File: src/rtl/maze_pkg.sv
// Shared definitions for the maze stage and its downstream wire-cut judge:
// judge FSM encodings, wire colour codes, default game tuning and saturating math.
package maze_pkg;

  typedef logic [2:0] judge_state_t;

  localparam judge_state_t ST_IDLE     = 3'd0;
  localparam judge_state_t ST_ARMED    = 3'd1;
  localparam judge_state_t ST_STRIKE   = 3'd2;
  localparam judge_state_t ST_DEFUSED  = 3'd3;
  localparam judge_state_t ST_EXPLODED = 3'd4;

  typedef logic [2:0] colour_t;

  // Colour 0 means "no wire targeted"; the maze drives it between targets.
  localparam colour_t COL_NONE   = 3'd0;
  localparam colour_t COL_RED    = 3'd1;
  localparam colour_t COL_GREEN  = 3'd2;
  localparam colour_t COL_BLUE   = 3'd3;
  localparam colour_t COL_YELLOW = 3'd4;
  localparam colour_t COL_WHITE  = 3'd5;
  localparam colour_t COL_BLACK  = 3'd6;
  localparam colour_t COL_ORANGE = 3'd7;

  localparam int DEF_START_SECS   = 90;
  localparam int DEF_PENALTY_SECS = 10;
  localparam int DEF_MAX_STRIKES  = 3;

  function automatic logic [7:0] sat_sub8(input logic [7:0] a, input logic [7:0] b);
    return (b >= a) ? 8'd0 : (a - b);
  endfunction

endpackage

File: src/rtl/sec_tick_gen.sv
// Enabled clock divider: one-cycle tick every TICK_DIV enabled cycles.
// Dropping en clears the count so the next enabled period starts from zero.
module sec_tick_gen #(
  parameter int TICK_DIV = 100_000_000
) (
  input  logic CLK,
  input  logic RST_N,
  input  logic en,
  output logic tick
);

  localparam int CW = (TICK_DIV > 1) ? $clog2(TICK_DIV) : 1;
  localparam logic [CW-1:0] LAST = CW'(TICK_DIV - 1);

  logic [CW-1:0] cnt;

  always_ff @(posedge CLK or negedge RST_N) begin
    if (!RST_N) begin
      cnt <= '0;
    end else if (!en) begin
      cnt <= '0;
    end else if (cnt == LAST) begin
      cnt <= '0;
    end else begin
      cnt <= cnt + 1'b1;
    end
  end

  assign tick = en && (cnt == LAST);

endmodule

File: src/rtl/wire_cut_judge.sv
// Judge for the maze stage: countdown, strike/cut bookkeeping and the
// defused/exploded verdict, with every output registered for the display stages.
module wire_cut_judge
  import maze_pkg::*;
#(
  parameter int TICK_DIV      = 100_000_000,
  parameter int START_SECS    = DEF_START_SECS,
  parameter int PENALTY_SECS  = DEF_PENALTY_SECS,
  parameter int MAX_STRIKES   = DEF_MAX_STRIKES,
  parameter int WIRES_NEEDED  = 3,
  parameter int STRIKE_CYCLES = 8
) (
  input  logic       CLK,
  input  logic       RST_N,
  input  logic       start,
  input  logic [2:0] wire_to_cut,
  input  logic       cut_req,
  input  logic [2:0] cut_colour,
  output logic       pause,
  output logic [6:0] secs_left,
  output logic [1:0] strikes,
  output logic [1:0] wires_done,
  output logic [2:0] state_o,
  output logic       flash,
  output logic       defused,
  output logic       exploded
);

  localparam int SCW = (STRIKE_CYCLES > 1) ? $clog2(STRIKE_CYCLES) : 1;
  localparam logic [SCW-1:0] STRIKE_LAST = SCW'(STRIKE_CYCLES - 1);

  judge_state_t   state, next_state;
  logic [6:0]     secs_q, secs_d;
  logic [1:0]     strikes_q, strikes_d;
  logic [1:0]     wires_q, wires_d;
  logic [SCW-1:0] strike_cnt_q, strike_cnt_d;
  logic           pause_d, flash_d, defused_d, exploded_d;

  logic       live, tick, rearm;
  logic       cut_valid, cut_hit, cut_miss;
  logic       defuse_now, strike_out, secs_zero;
  logic [7:0] dec_amt;
  logic [6:0] secs_live_next;

  sec_tick_gen #(
    .TICK_DIV (TICK_DIV)
  ) u_tick (
    .CLK   (CLK),
    .RST_N (RST_N),
    .en    (live),
    .tick  (tick)
  );

  // cut_req is a single-cycle request with no back-pressure: it is acted on
  // only in ARMED with a wire targeted, and wire_to_cut/cut_colour are read
  // in that same cycle and never held.
  assign live      = (state == ST_ARMED) || (state == ST_STRIKE);
  assign rearm     = start && ((state == ST_IDLE) || (state == ST_DEFUSED) ||
                               (state == ST_EXPLODED));
  assign cut_valid = (state == ST_ARMED) && cut_req && (wire_to_cut != COL_NONE);
  assign cut_hit   = cut_valid && (cut_colour == wire_to_cut);
  assign cut_miss  = cut_valid && (cut_colour != wire_to_cut);

  assign defuse_now = cut_hit  && ((wires_q + 2'd1) == 2'(WIRES_NEEDED));
  assign strike_out = cut_miss && ((strikes_q + 2'd1) == 2'(MAX_STRIKES));

  // Tick and penalty are combined before clamping so a same-cycle pair
  // cannot wrap through zero.
  assign dec_amt        = {7'd0, tick} + (cut_miss ? 8'(PENALTY_SECS) : 8'd0);
  assign secs_live_next = 7'(sat_sub8({1'b0, secs_q}, dec_amt));
  assign secs_zero      = (secs_live_next == 7'd0);

  always_ff @(posedge CLK or negedge RST_N) begin
    if (!RST_N) begin
      state <= ST_IDLE;
    end else begin
      state <= next_state;
    end
  end

  always_comb begin
    next_state = state;
    case (state)
      ST_IDLE, ST_DEFUSED, ST_EXPLODED: begin
        if (start) next_state = ST_ARMED;
      end
      ST_ARMED: begin
        // A defusing cut beats the clock running out in the same cycle.
        if (defuse_now)                  next_state = ST_DEFUSED;
        else if (strike_out || secs_zero) next_state = ST_EXPLODED;
        else if (cut_miss)               next_state = ST_STRIKE;
      end
      ST_STRIKE: begin
        if (secs_zero)                         next_state = ST_EXPLODED;
        else if (strike_cnt_q == STRIKE_LAST)  next_state = ST_ARMED;
      end
      default: next_state = ST_IDLE;
    endcase
  end

  always_comb begin
    pause_d    = (next_state != ST_ARMED);
    flash_d    = (next_state == ST_STRIKE);
    defused_d  = (next_state == ST_DEFUSED);
    exploded_d = (next_state == ST_EXPLODED);
  end

  always_comb begin
    secs_d       = secs_q;
    strikes_d    = strikes_q;
    wires_d      = wires_q;
    strike_cnt_d = '0;
    if (rearm) begin
      secs_d    = 7'(START_SECS);
      strikes_d = 2'd0;
      wires_d   = 2'd0;
    end else if (live) begin
      secs_d = secs_live_next;
      if (cut_hit)  wires_d   = wires_q + 2'd1;
      if (cut_miss) strikes_d = strikes_q + 2'd1;
      if (state == ST_STRIKE) strike_cnt_d = strike_cnt_q + 1'b1;
    end
  end

  always_ff @(posedge CLK or negedge RST_N) begin
    if (!RST_N) begin
      secs_q       <= 7'(START_SECS);
      strikes_q    <= 2'd0;
      wires_q      <= 2'd0;
      strike_cnt_q <= '0;
      pause        <= 1'b1;
      flash        <= 1'b0;
      defused      <= 1'b0;
      exploded     <= 1'b0;
    end else begin
      secs_q       <= secs_d;
      strikes_q    <= strikes_d;
      wires_q      <= wires_d;
      strike_cnt_q <= strike_cnt_d;
      pause        <= pause_d;
      flash        <= flash_d;
      defused      <= defused_d;
      exploded     <= exploded_d;
    end
  end

  assign secs_left  = secs_q;
  assign strikes    = strikes_q;
  assign wires_done = wires_q;
  assign state_o    = state;

endmodule
File: config.mk
export PLATFORM = sky130hd
export DESIGN_NAME = wire_cut_judge
export DESIGN_NICKNAME = d
export VERILOG_FILES = /design/src/rtl/maze_pkg.sv /design/src/rtl/sec_tick_gen.sv /design/src/rtl/wire_cut_judge.sv
export SDC_FILE = /design/constraint.sdc
export NUM_CORES = 1
export LEC_CHECK = 0
export CAP_MARGIN = 20
export CELL_PAD_IN_SITES_DETAIL_PLACEMENT = 1
export CELL_PAD_IN_SITES_GLOBAL_PLACEMENT = 1
export CORE_ASPECT_RATIO = 0.75
export CORE_MARGIN = 2
export CORE_UTILIZATION = 47
export CTS_CLUSTER_SIZE = 25
export DETAILED_ROUTE_END_ITERATION = 10
export GPL_TIMING_DRIVEN = 0
export PLACE_DENSITY_LB_ADDON = 0.1
export SLEW_MARGIN = 30
export SYNTH_ARGS = -nofsm -noshare
export SYNTH_HDL_FRONTEND = slang
export SYNTH_SLANG_ARGS = --single-unit
File: constraint.sdc
create_clock -name CLK -period 8.8 [get_ports CLK]
set_input_delay 1.76 -clock CLK [delete_from_list [all_inputs] [get_ports CLK]]
set_output_delay 1.76 -clock CLK [all_outputs]
set_load 0.03 [all_outputs]
==> Word-level counts from Yosys, hierarchy flattened <==
Index checks and enable logic that the tools add are counted.
{ "word_totals": {"ff_bits": 48, "in_bits": 10} }
{ "op_classes": {"n_reduce_logical": 21, "n_eq_ne": 14, "n_mux": 22, "order_cmp": 1, "addsub": 6} }
{ "op_table": {"columns": ["op", "count"], "rows": [
  ["2-to-1 mux 27 bit", 2],
  ["adder 27 x 1 -> 27 bit, second input constant", 1],
  ["equality test 27 bit, second input constant", 1],
  ["2-to-1 mux 3 bit", 9],
  ["2-to-1 mux 7 bit", 3],
  ["equality test 3 x 2 -> 1 bit, second input constant", 4],
  ["2-to-1 mux 2 bit", 6],
  ["equality test 3 bit, second input constant", 3],
  ["case mux 3 bit (3 select lines)", 1],
  ["logical AND 1 bit", 8],
  ["greater-or-equal comparator 5 x 7 -> 1 bit", 1],
  ["zero test 7 bit", 1],
  ["subtractor 7 x 5 -> 7 bit", 1],
  ["nonzero test 2 bit", 3],
  ["adder 1 x 4 -> 5 bit", 1],
  ["adder 2 x 1 -> 2 bit, second input constant", 2],
  ["equality test 2 bit, second input constant", 2],
  ["logical OR 1 bit", 4],
  ["2-to-1 mux 4 bit", 1],
  ["AND reduction 2 bit", 2],
  ["adder 3 x 1 -> 3 bit, second input constant", 1],
  ["equality test 3 x 1 -> 1 bit, second input constant", 1],
  ["equality test 3 bit", 1],
  ["zero test 3 bit", 1],
  ["4 further kinds", 4]
]} }

==> Logic depth before layout (Yosys ltp) <==
Gate-level depths: netlist of the first run.
{ "depth": {"word_depth": 14, "ltp_mapped": 13, "depth_no_buf": 13} }

==> Hierarchy <==
A second synthesis of the first run with hierarchy kept.
{ "unflattened": {"hier_cells": 291, "area_unflattened_um2": 2815.2} }
{ "modules_own_cells": {"columns": ["mod", "cells_per_inst", "instances", "area_each_um2"], "rows": [
  ["sec_tick_gen", 154, 1, 1456.4],
  ["wire_cut_judge", 137, 1, 1358.8]
]} }

==> Worst setup path after synthesis of the first run <==
No wires, ideal clock.
{ "synth_timing": {"path_kind": "input -> register", "startpoint": "in wire_to_cut[1]", "endpoint": "reg state[0] (netlist: state_o[0])", "cell_stages": 11, "path_buffers": 0, "arrival_ns": 4.022, "slack_ns": 4.653, "path_cell_list": "xor2_1 -> nor3_1 -> nor2_1 -> inv_1 -> ha_1 -> nand4bb_1 -> or4_1 -> nand3_1 -> a22oi_2 -> o31a_1 -> or2_1"} }
{ "synth_via": {"elab_chain_cells": 12, "elab_cells_between_ends": 20, "classes_between": "add/sub: 2; order compare: 1; eq/ne: 2; mux: 7; reduce/logical: 8"} }
{ "synth_lines": {"columns": ["item", "line", "text"], "rows": [
  ["start: declaration", "wire_cut_judge.sv:16", "input logic [2:0] wire_to_cut,"],
  ["nonzero test 3 bit", "wire_cut_judge.sv:60", "assign cut_valid = (state == ST_ARMED) && cut_req && (wire_to_cut != COL_NONE);"],
  ["logical AND 1 bit", "wire_cut_judge.sv:60", null],
  ["logical AND 1 bit", "wire_cut_judge.sv:62", "assign cut_miss = cut_valid && (cut_colour != wire_to_cut);"],
  ["2-to-1 mux 4 bit", "wire_cut_judge.sv:69", "assign dec_amt = {7'd0, tick} + (cut_miss ? 8'(PENALTY_SECS) : 8'd0);"],
  ["adder 1 x 4 -> 5 bit", "wire_cut_judge.sv:69", null],
  ["subtractor 7 x 5 -> 7 bit / greater-or-equal comparator 5 x 7 -> 1 bit (equally long branches)", "maze_pkg.sv:30", "return (b >= a) ? 8'd0 : (a - b);"],
  ["2-to-1 mux 7 bit", "maze_pkg.sv:30", null],
  ["zero test 7 bit", "wire_cut_judge.sv:71", "assign secs_zero = (secs_live_next == 7'd0);"],
  ["logical OR 1 bit", "wire_cut_judge.sv:90", "else if (strike_out || secs_zero) next_state = ST_EXPLODED;"],
  ["2-to-1 mux 3 bit", "wire_cut_judge.sv:90", null],
  ["2-to-1 mux 3 bit", "wire_cut_judge.sv:89", "if (defuse_now) next_state = ST_DEFUSED;"],
  ["case mux 3 bit (3 select lines) (*)", "wire_cut_judge.sv:83", "case (state)"],
  ["net next_state[0]", "wire_cut_judge.sv:32", "judge_state_t state, next_state;"],
  ["end signal: assignment", "wire_cut_judge.sv:77", "state <= next_state;"],
  ["end: declaration", "wire_cut_judge.sv:32", null]
]} }
Mark *: on every way through the listed nets, which the timed path passes. The rest lies on a longest branch.
A chain may end at the register's enable or synchronous reset.

==> Worst setup path in the final report of the first run <==
{ "layout_timing": {"startpoint": "in wire_to_cut[0]", "endpoint": "reg pause"} }
{ "layout_via": {"elab_chain_cells": 13, "elab_cells_between_ends": 21, "classes_between": "add/sub: 2; order compare: 1; eq/ne: 3; mux: 7; reduce/logical: 8"} }
{ "layout_lines": {"columns": ["item", "line", "text"], "rows": [
  ["nonzero test 3 bit", "wire_cut_judge.sv:60", null],
  ["logical AND 1 bit", "wire_cut_judge.sv:60", null],
  ["logical AND 1 bit", "wire_cut_judge.sv:62", null],
  ["2-to-1 mux 4 bit", "wire_cut_judge.sv:69", null],
  ["adder 1 x 4 -> 5 bit", "wire_cut_judge.sv:69", null],
  ["subtractor 7 x 5 -> 7 bit / greater-or-equal comparator 5 x 7 -> 1 bit (equally long branches)", "maze_pkg.sv:30", null],
  ["2-to-1 mux 7 bit", "maze_pkg.sv:30", null],
  ["zero test 7 bit", "wire_cut_judge.sv:71", null],
  ["logical OR 1 bit", "wire_cut_judge.sv:90", null],
  ["2-to-1 mux 3 bit", "wire_cut_judge.sv:90", null],
  ["2-to-1 mux 3 bit", "wire_cut_judge.sv:89", null],
  ["case mux 3 bit (3 select lines) (*)", "wire_cut_judge.sv:83", null],
  ["!= test 3 x 1 -> 1 bit (*)", "wire_cut_judge.sv:102", "pause_d = (next_state != ST_ARMED);"],
  ["net pause_d", "wire_cut_judge.sv:37", "logic pause_d, flash_d, defused_d, exploded_d;"],
  ["end signal: assignment", "wire_cut_judge.sv:140", "pause <= pause_d;"],
  ["end: declaration", "wire_cut_judge.sv:19", "output logic pause,"]
]} }
Marked as above.

==> results of run 1 <==
worst paths after layout:
check	cells after the start	from	slack (ns)	endpoint
hold reg to reg	1	strike_cnt_q[0]$_DFF_PN0_	0.47	strike_cnt_q[0]$_DFF_PN0_
setup reg to reg	13	u_tick.cnt[0]$_DFF_PN0_	5.28	state_o[2]$_DFF_PN0_
setup / recovery	12	wire_to_cut[0]	3.92	pause$_DFF_PN1_
max in group asynchronous	1	RST_N	6.92	u_tick.cnt[1]$_DFF_PN0_
hold / removal	1	strike_cnt_q[0]$_DFF_PN0_	0.47	strike_cnt_q[0]$_DFF_PN0_
min in group asynchronous	1	RST_N	1.46	u_tick.cnt[21]$_DFF_PN0_
report_power, final:
group,switching [W],internal [W]
clock network,0.0000766,0.0000570
logic,0.000243,0.000139
registers,0.0000361,0.000259
final cells by class:
type	instances	area, sq um	share of cell area
clock buffers	7	76.3	0.0249
plain buffers	5	26.3	0.00857
inverters	13	48.8	0.0159
well taps	75	93.8	0.0306
clock inverters	1	8.76	0.00286
repair buffers	27	268	0.0873
multi-input cells	203	1340	0.436
flip-flops and latches	48	1210	0.394
kinds of logic after synthesis:
group | after synthesis | share of synthesized area
multiplexers | 3 | 0.0115
XOR/XNOR | 28 | 0.0936
buffers and inverters | 18 | 0.0287
AND/OR/NAND/NOR | 122 | 0.241
adder cells (fa/ha/maj) | 10 | 0.0506
AO/OA/AOI/OAI | 40 | 0.114
flip-flops | 48 | 0.461
placed cells by master, fill, tap and decap left out, drive strengths merged, types with 2 or more instances in the layout:
master	count
a21oi	9
or4	2
nor3	7
clkbuf	8
nand3	20
o31a	3
clkdlybuf4s50	26
nor4	3
or2	2
ha	9
dfstp	5
a22oi	3
and4	3
a221o	2
nand2	17
xnor2	7
mux2i	3
nand2b	3
nor3b	3
o31ai	5
nor2b	3
nor2	39
xor2	21
inv	13
buf	5
nand4	7
a31oi	4
and3	7
o2bb2ai	2
o21ai	6
dfrtp	43
metrics by stage:
step                      utilization  std cells  hold WS (ns)
after floorplan                     -        269         0.415
after global placement          0.558        371         0.432
after detailed placement        0.557        371         0.438
after CTS                       0.573        379         0.459
after global routing            0.573        379         0.496
final                           0.573        379         0.465
state kept, by name, summed over array words and instances, names as in the netlist:
| signal | flops |
|---|---|
| defused | 1 |
| exploded | 1 |
| flash | 1 |
| pause | 1 |
| secs_left | 7 |
| state_o | 3 |
| strike_cnt_q | 3 |
| strikes | 2 |
| u_tick.cnt | 27 |
| wires_done | 2 |
synth_stat cells, drive strengths merged, types with 6 or more instances:
cell type,n
nand2,17
xor2,21
nor2,39
nor3,7
and3,7
inv,13
dfrtp,43
nand3,20
o21ai,6
nand4,7
ha,9
xnor2,7
a21oi,9
worst max-delay path: cells and delay by family:
family	cells	cell delay (ns)
AOI/OAI and AO/OA	3	0.73
xor gates and xnor gates	1	0.26
adders and majority gates	1	0.52
buffers and inverters	2	0.71
and+or+nand+nor	5	1.11
metal layers:
layer | up-vias | GRT usage | share of wire
met5 | - | 0 | 0
met1 | 1011 | 0.317 | 0.51
met2 | 44 | 0.345 | 0.44
met3 | 5 | 0.0489 | 0.041
li1 | 1019 | - | -
met4 | 0 | 0.0558 | 0.0073
==> qor.csv, run 1 <==
stage;metric;value;unit
run_status;status;completed;
drt;avgViaCountPerCell;5.49;
clock_tree;clockBufferDepth;2;
synth;synth_warnings;0;
die;num_io_pins;28;
drt;antenna_left;0;
global_route;grt.total_usage;0.221;
synth;ys_seq_elements;48;
synth;syn_inst;269;
timing;slew_headroom;0.495;
timing;final.setup_skew;0.0117;ns
clock_tree;post-cts-setup-buffer-count;0;
clock_tree;clock_latency;0.31;ns
placed_design;place_area;2980;sq um
synth;synthesis.area;2620;sq um
timing;period_minus_slack;4.88;ns
clock_tree;htreeDepth;2;
global_route;grt_pass1_wl;10.6;mm
die;coreArea;5350;sq um
drt;drt_iter0_markers;84;
timing;worst_pin_slew;0.752;ns
clock_tree;clk_pin_slew;0.09;ns
placed_design;portBuffers;27;
flow_run;max_cap_viol_count;0;
drt;drc;0;
critical_path;crit_required;9.01;ns
timing;post-route-worst-setup-slack;3.92;ns
final_layout;layout.nets;323;
critical_path;cpMaxStageDelayCell;ha_1;
global_route;grt_pass1_vias;2080;
timing;fin_crit_sh;0.554;
global_route;overflow;0;
critical_path;worstPathCellList;clkdlybuf4s50_1 -> xor2_1 -> nor3_1 -> nor2_1 -> inv_1 -> ha_1 -> nand4bb_1 -> or4_1 -> nand3_1 -> a22oi_2 -> o31ai_1 -> o211ai_1;
final_layout;drive_gt1_frac;0.0691;
critical_path;critPathArrivalTime;5.09;ns
synth;yosys.area.top_type;dfrtp_1;
drt;wl_per_cell;16.6;microns
final_layout;fin_area;3070;sq um
die;initial_core_util;0.489;
synth;synthArstFlopShare;1.00;
die;dieArea;6190;sq um
pwr;ir_drop;165;uV
global_route;grt_max_degree;49;
placed_design;preCtsSetupSlack;3.61;ns
timing;slew_viol_final;0;
clock_tree;hold_buffers;0;
pwr;p_total;0.000811;W
pwr;power_leakage;1.33;nW
placed_design;place_congestion;0.848;
final_layout;area_delta_synth_final;17.0;%
global_route;antenna_found_initial;0;
synth;synthFlopType;dfrtp_1;
critical_path;crit_type;primary input to flop;
synth;ys_seq_area_frac;0.461;
final_layout;antenna_cells;0;
timing;timing.fmax;205;MHz
timing;fin_setup_tns;0;ns
synth;syn_nets;289;
die;die_h;68.7;microns
placed_design;hpwl;4.65;mm
die;dieWidth;90.2;microns
synth;synth_area_leaders;dfrtp_1 41%, xor2_1 7.0%, nor2_1 5.6%, dfstp_2 5.0%, ha_1 4.3%;
final_layout;fill_cells;632;
clock_tree;cts_buffers;5;
timing;hold_viol;0;
synth;synth_edf_count;0;
clock_tree;cts.repair.resized;0;
drt;num_vias;2079;
synth;synth_cell_type_count;49;
timing;setup_violations;0;
synth;synth_top_cell_area_share;0.411;
die;row_count;23;
clock_tree;clock-sinks;48;
critical_path;cpPeakStageDelay;0.52;ns
drt;finalWirelength;6.29;mm
drt;first_pass_iters;4;
timing;rsz0062_at_grt;no;
critical_path;end_kind;flop;
pwr;cellPowerDensity;264;nW/um^2
clock_tree;cts_tree;built;
worst_hold_path;hold_class;flop to flop;
critical_path;crit_path_start_kind;primary input;
clock_tree;cts_root_buf;clkbuf_8;
synth;synth_area_per_cell;9.74;sq um
critical_path;cp_max_fo;8;
Note: power is estimated with default switching activity, not from simulation.
==> run 2, diff against run 1 <==
Settings changed: CORE_UTILIZATION 47 to 39.
Clock period 8.8 ns to 4.14 ns, I/O delays scaled along.
==> qor.csv, run 2 (synthesis gave the netlist of run 1 again) <==
stage;metric;value;unit;change
final_layout;largest_register_ffs;27;;unchanged
final_layout;final_common_cell;dfrtp_1;;unchanged
pwr;ir_drop;267;uV;was 165 uV
critical_path;cp_max_fo;8;;unchanged
timing;period_minus_slack;3.85;ns;
drt;wl_per_cell;15.7;microns;was 16.6 microns
flow_run;max_cap_viol_count;0;;unchanged
final_layout;layout_common_cells;43 x dfrtp_1, 38 x nor2_1, 26 x clkdlybuf4s50_1;;was 43 x dfrtp_1, 39 x nor2_1, 26 x clkdlybuf4s50_1
critical_path;r2r_cells;13;;unchanged
global_route;grt.total_usage;0.176;;was 0.221
clock_tree;cts_buffers;5;;unchanged
pwr;p_switching;0.000752;W;was 0.000356 W
global_route;grt_use_met2;0.259;;was 0.345
pwr;p_sw_frac;0.434;;was 0.439
drt;drc;0;;unchanged
die;coreArea;6410;sq um;was 5350 sq um
global_route;overflow;0;;unchanged
timing;setup_violations;0;;unchanged
timing;timing.fmax;260;MHz;
final_layout;register_area;1210;sq um;unchanged
critical_path;critPathArrivalTime;4.05;ns;was 5.09 ns
critical_path;crit_required;4.34;ns;was 9.01 ns
global_route;antenna_found_initial;0;;unchanged
critical_path;crit_type;primary input to flop;;unchanged
pwr;p_int;0.000983;W;was 0.000454 W
drt;drt_iter0_markers;67;;was 84
pwr;seqPwrFrac;0.359;;was 0.364
timing;fin_crit_sh;0.930;;
clock_tree;htreeDepth;2;;unchanged
timing;rsz0062_at_grt;no;;unchanged
timing;final.setup_skew;0.0181;ns;was 0.0117 ns
global_route;grt_max_degree;49;;unchanged
timing;worst_pin_slew;0.771;ns;was 0.752 ns
run_status;status;completed;;unchanged
pwr;p_total;0.00174;W;was 0.000811 W
placed_design;portBuffers;27;;unchanged
final_layout;antenna_cells;0;;unchanged
placed_design;place_congestion;0.797;;was 0.848
clock_tree;clockBufferDepth;2;;unchanged
drt;first_pass_iters;4;;unchanged
die;initial_core_util;0.409;;was 0.489
timing;hold_viol;0;;unchanged
timing;slew_headroom;0.481;;was 0.495
clock_tree;cts_root_buf;clkbuf_8;;unchanged
final_layout;fill_cells;742;;was 632
die;dieArea;7400;sq um;was 6190 sq um
final_layout;largest-register;u_tick.cnt;;unchanged
critical_path;end_kind;flop;;unchanged
die;num_io_pins;28;;unchanged
drt;avgViaCountPerCell;5.43;;was 5.49
final_layout;area_delta_synth_final;17.9;%;was 17.0%
drt;antenna_left;0;;unchanged
final_layout;layout.nets;323;;unchanged
pwr;clkPwrFrac;0.174;;was 0.165
clock_tree;hold_buffers;0;;unchanged
global_route;grt.busiest_layer;met1;;was met2
drt;finalWirelength;6.05;mm;was 6.29 mm
global_route;use_met1;0.272;;was 0.317
worst_hold_path;holdPathStages;1;;unchanged
die;dieWidth;98.6;microns;was 90.2 microns
pwr;comb_power_share;0.467;;was 0.471
pwr;power_leakage;1.34;nW;was 1.33 nW
global_route;grt_pass1_wl;10.5;mm;was 10.6 mm
die;row_count;25;;was 23
clock_tree;clock-sinks;48;;unchanged
drt;num_vias;2089;;was 2079
final_layout;multiInputGateArea;1340;sq um;about the same
pwr;cellPowerDensity;562;nW/um^2;was 264 nW/um^2
worst_hold_path;hold_class;flop to flop;;unchanged
critical_path;crit_path_start_kind;primary input;;unchanged
global_route;grtUsageMet3;0.0353;;was 0.0489
clock_tree;cts_tree;built;;unchanged
final_layout;drive_gt1_frac;0.0789;;was 0.0691
timing;slew_viol_final;0;;unchanged
die;die_h;75.0;microns;was 68.7 microns
clock_tree;clock_latency;0.30;ns;was 0.31 ns
final_layout;final_core_utilization;0.482;;was 0.573
global_route;grt_pass1_vias;2127;;was 2080
clock_tree;clk_pin_slew;0.10;ns;was 0.09 ns
placed_design;hpwl;4.53;mm;was 4.65 mm
==> run 2: metrics by stage <==
step           area, sq um  cells  hold slack [ns]  worst slack (ns)  TNS [ns]
4_1_cts               3090    385            0.468             0.122         0
5_1_grt               3090    385            0.480            0.0150         0
3_3_place_gp          2990    377            0.428           -0.0815    -0.177
3_5_place_dp          2990    377            0.448            -0.213    -0.582
2_1_floorplan         2620    269            0.415             0.925         0
6_report              3090    385            0.463             0.289         0
==> run 2: final cells by class <==
type	instances	share of cell area
Tap cell	81	0.0328
Clock inverter	2	0.00446
Multi-Input combinational cell	203	0.434
Timing Repair Buffer	27	0.0867
Buffer	5	0.00851
Clock buffer	6	0.0267
Inverter	13	0.0158
Sequential cell	48	0.391
==> run 2: final timing paths <==
| check | startpoint | to | slack, ns |
|---|---|---|---|
| setup / recovery | wire_to_cut[1] | pause$_DFF_PN1_ | 0.29 |
| hold / removal | strike_cnt_q[0]$_DFF_PN0_ | strike_cnt_q[0]$_DFF_PN0_ | 0.46 |
| setup reg to reg | u_tick.cnt[0]$_DFF_PN0_ | exploded$_DFF_PN0_ | 0.59 |
| hold reg to reg | strike_cnt_q[0]$_DFF_PN0_ | strike_cnt_q[0]$_DFF_PN0_ | 0.46 |
| max in group asynchronous | RST_N | strikes[1]$_DFFE_PN0P_ | 3.16 |
| min in group asynchronous | RST_N | u_tick.cnt[8]$_DFF_PN0_ | 0.53 |
==> run 2: power by group through the flow <==
stage                     sequential [W]  clock [W]  combinational, W
after global routing            0.000638   0.000333          0.000900
after detailed placement        0.000632          0          0.000815
after global placement          0.000629          0          0.000800
final                           0.000623   0.000302          0.000809
after floorplan                 0.000720          0          0.000450
after CTS                       0.000624   0.000314          0.000821
==> run 2: worst max-delay path, cell delays in order <==
cell	delay (ns)
clkdlybuf4s50_1	0.51
xor2_1	0.25
nor3_1	0.13
nor2_2	0.28
inv_1	0.17
ha_1	0.49
nand4bb_1	0.13
or4_1	0.40
nand3_1	0.12
a22oi_2	0.09
o31ai_1	0.47
o211ai_1	0.19
==> run 2: per-layer routing <==
layer,routed length (microns),share of wire
met4,27,0.0045
met2,2510,0.41
met1,3350,0.55
met3,160,0.026
met5,0,0
==> run 2: repair_timing <==
item                       CTS  global route
hold endpoints to repair     0             0
setup endpoints to repair    0             5
buffers inserted             0             0
resized for setup            0             1
==> run 3, diff against run 2 <==
Settings changed: CTS_CLUSTER_DIAMETER from default to 100, CTS_CLUSTER_SIZE 25 to 24.
==> results of run 3 <==
Final layout, timing and power as in run 2 (identical DEF).
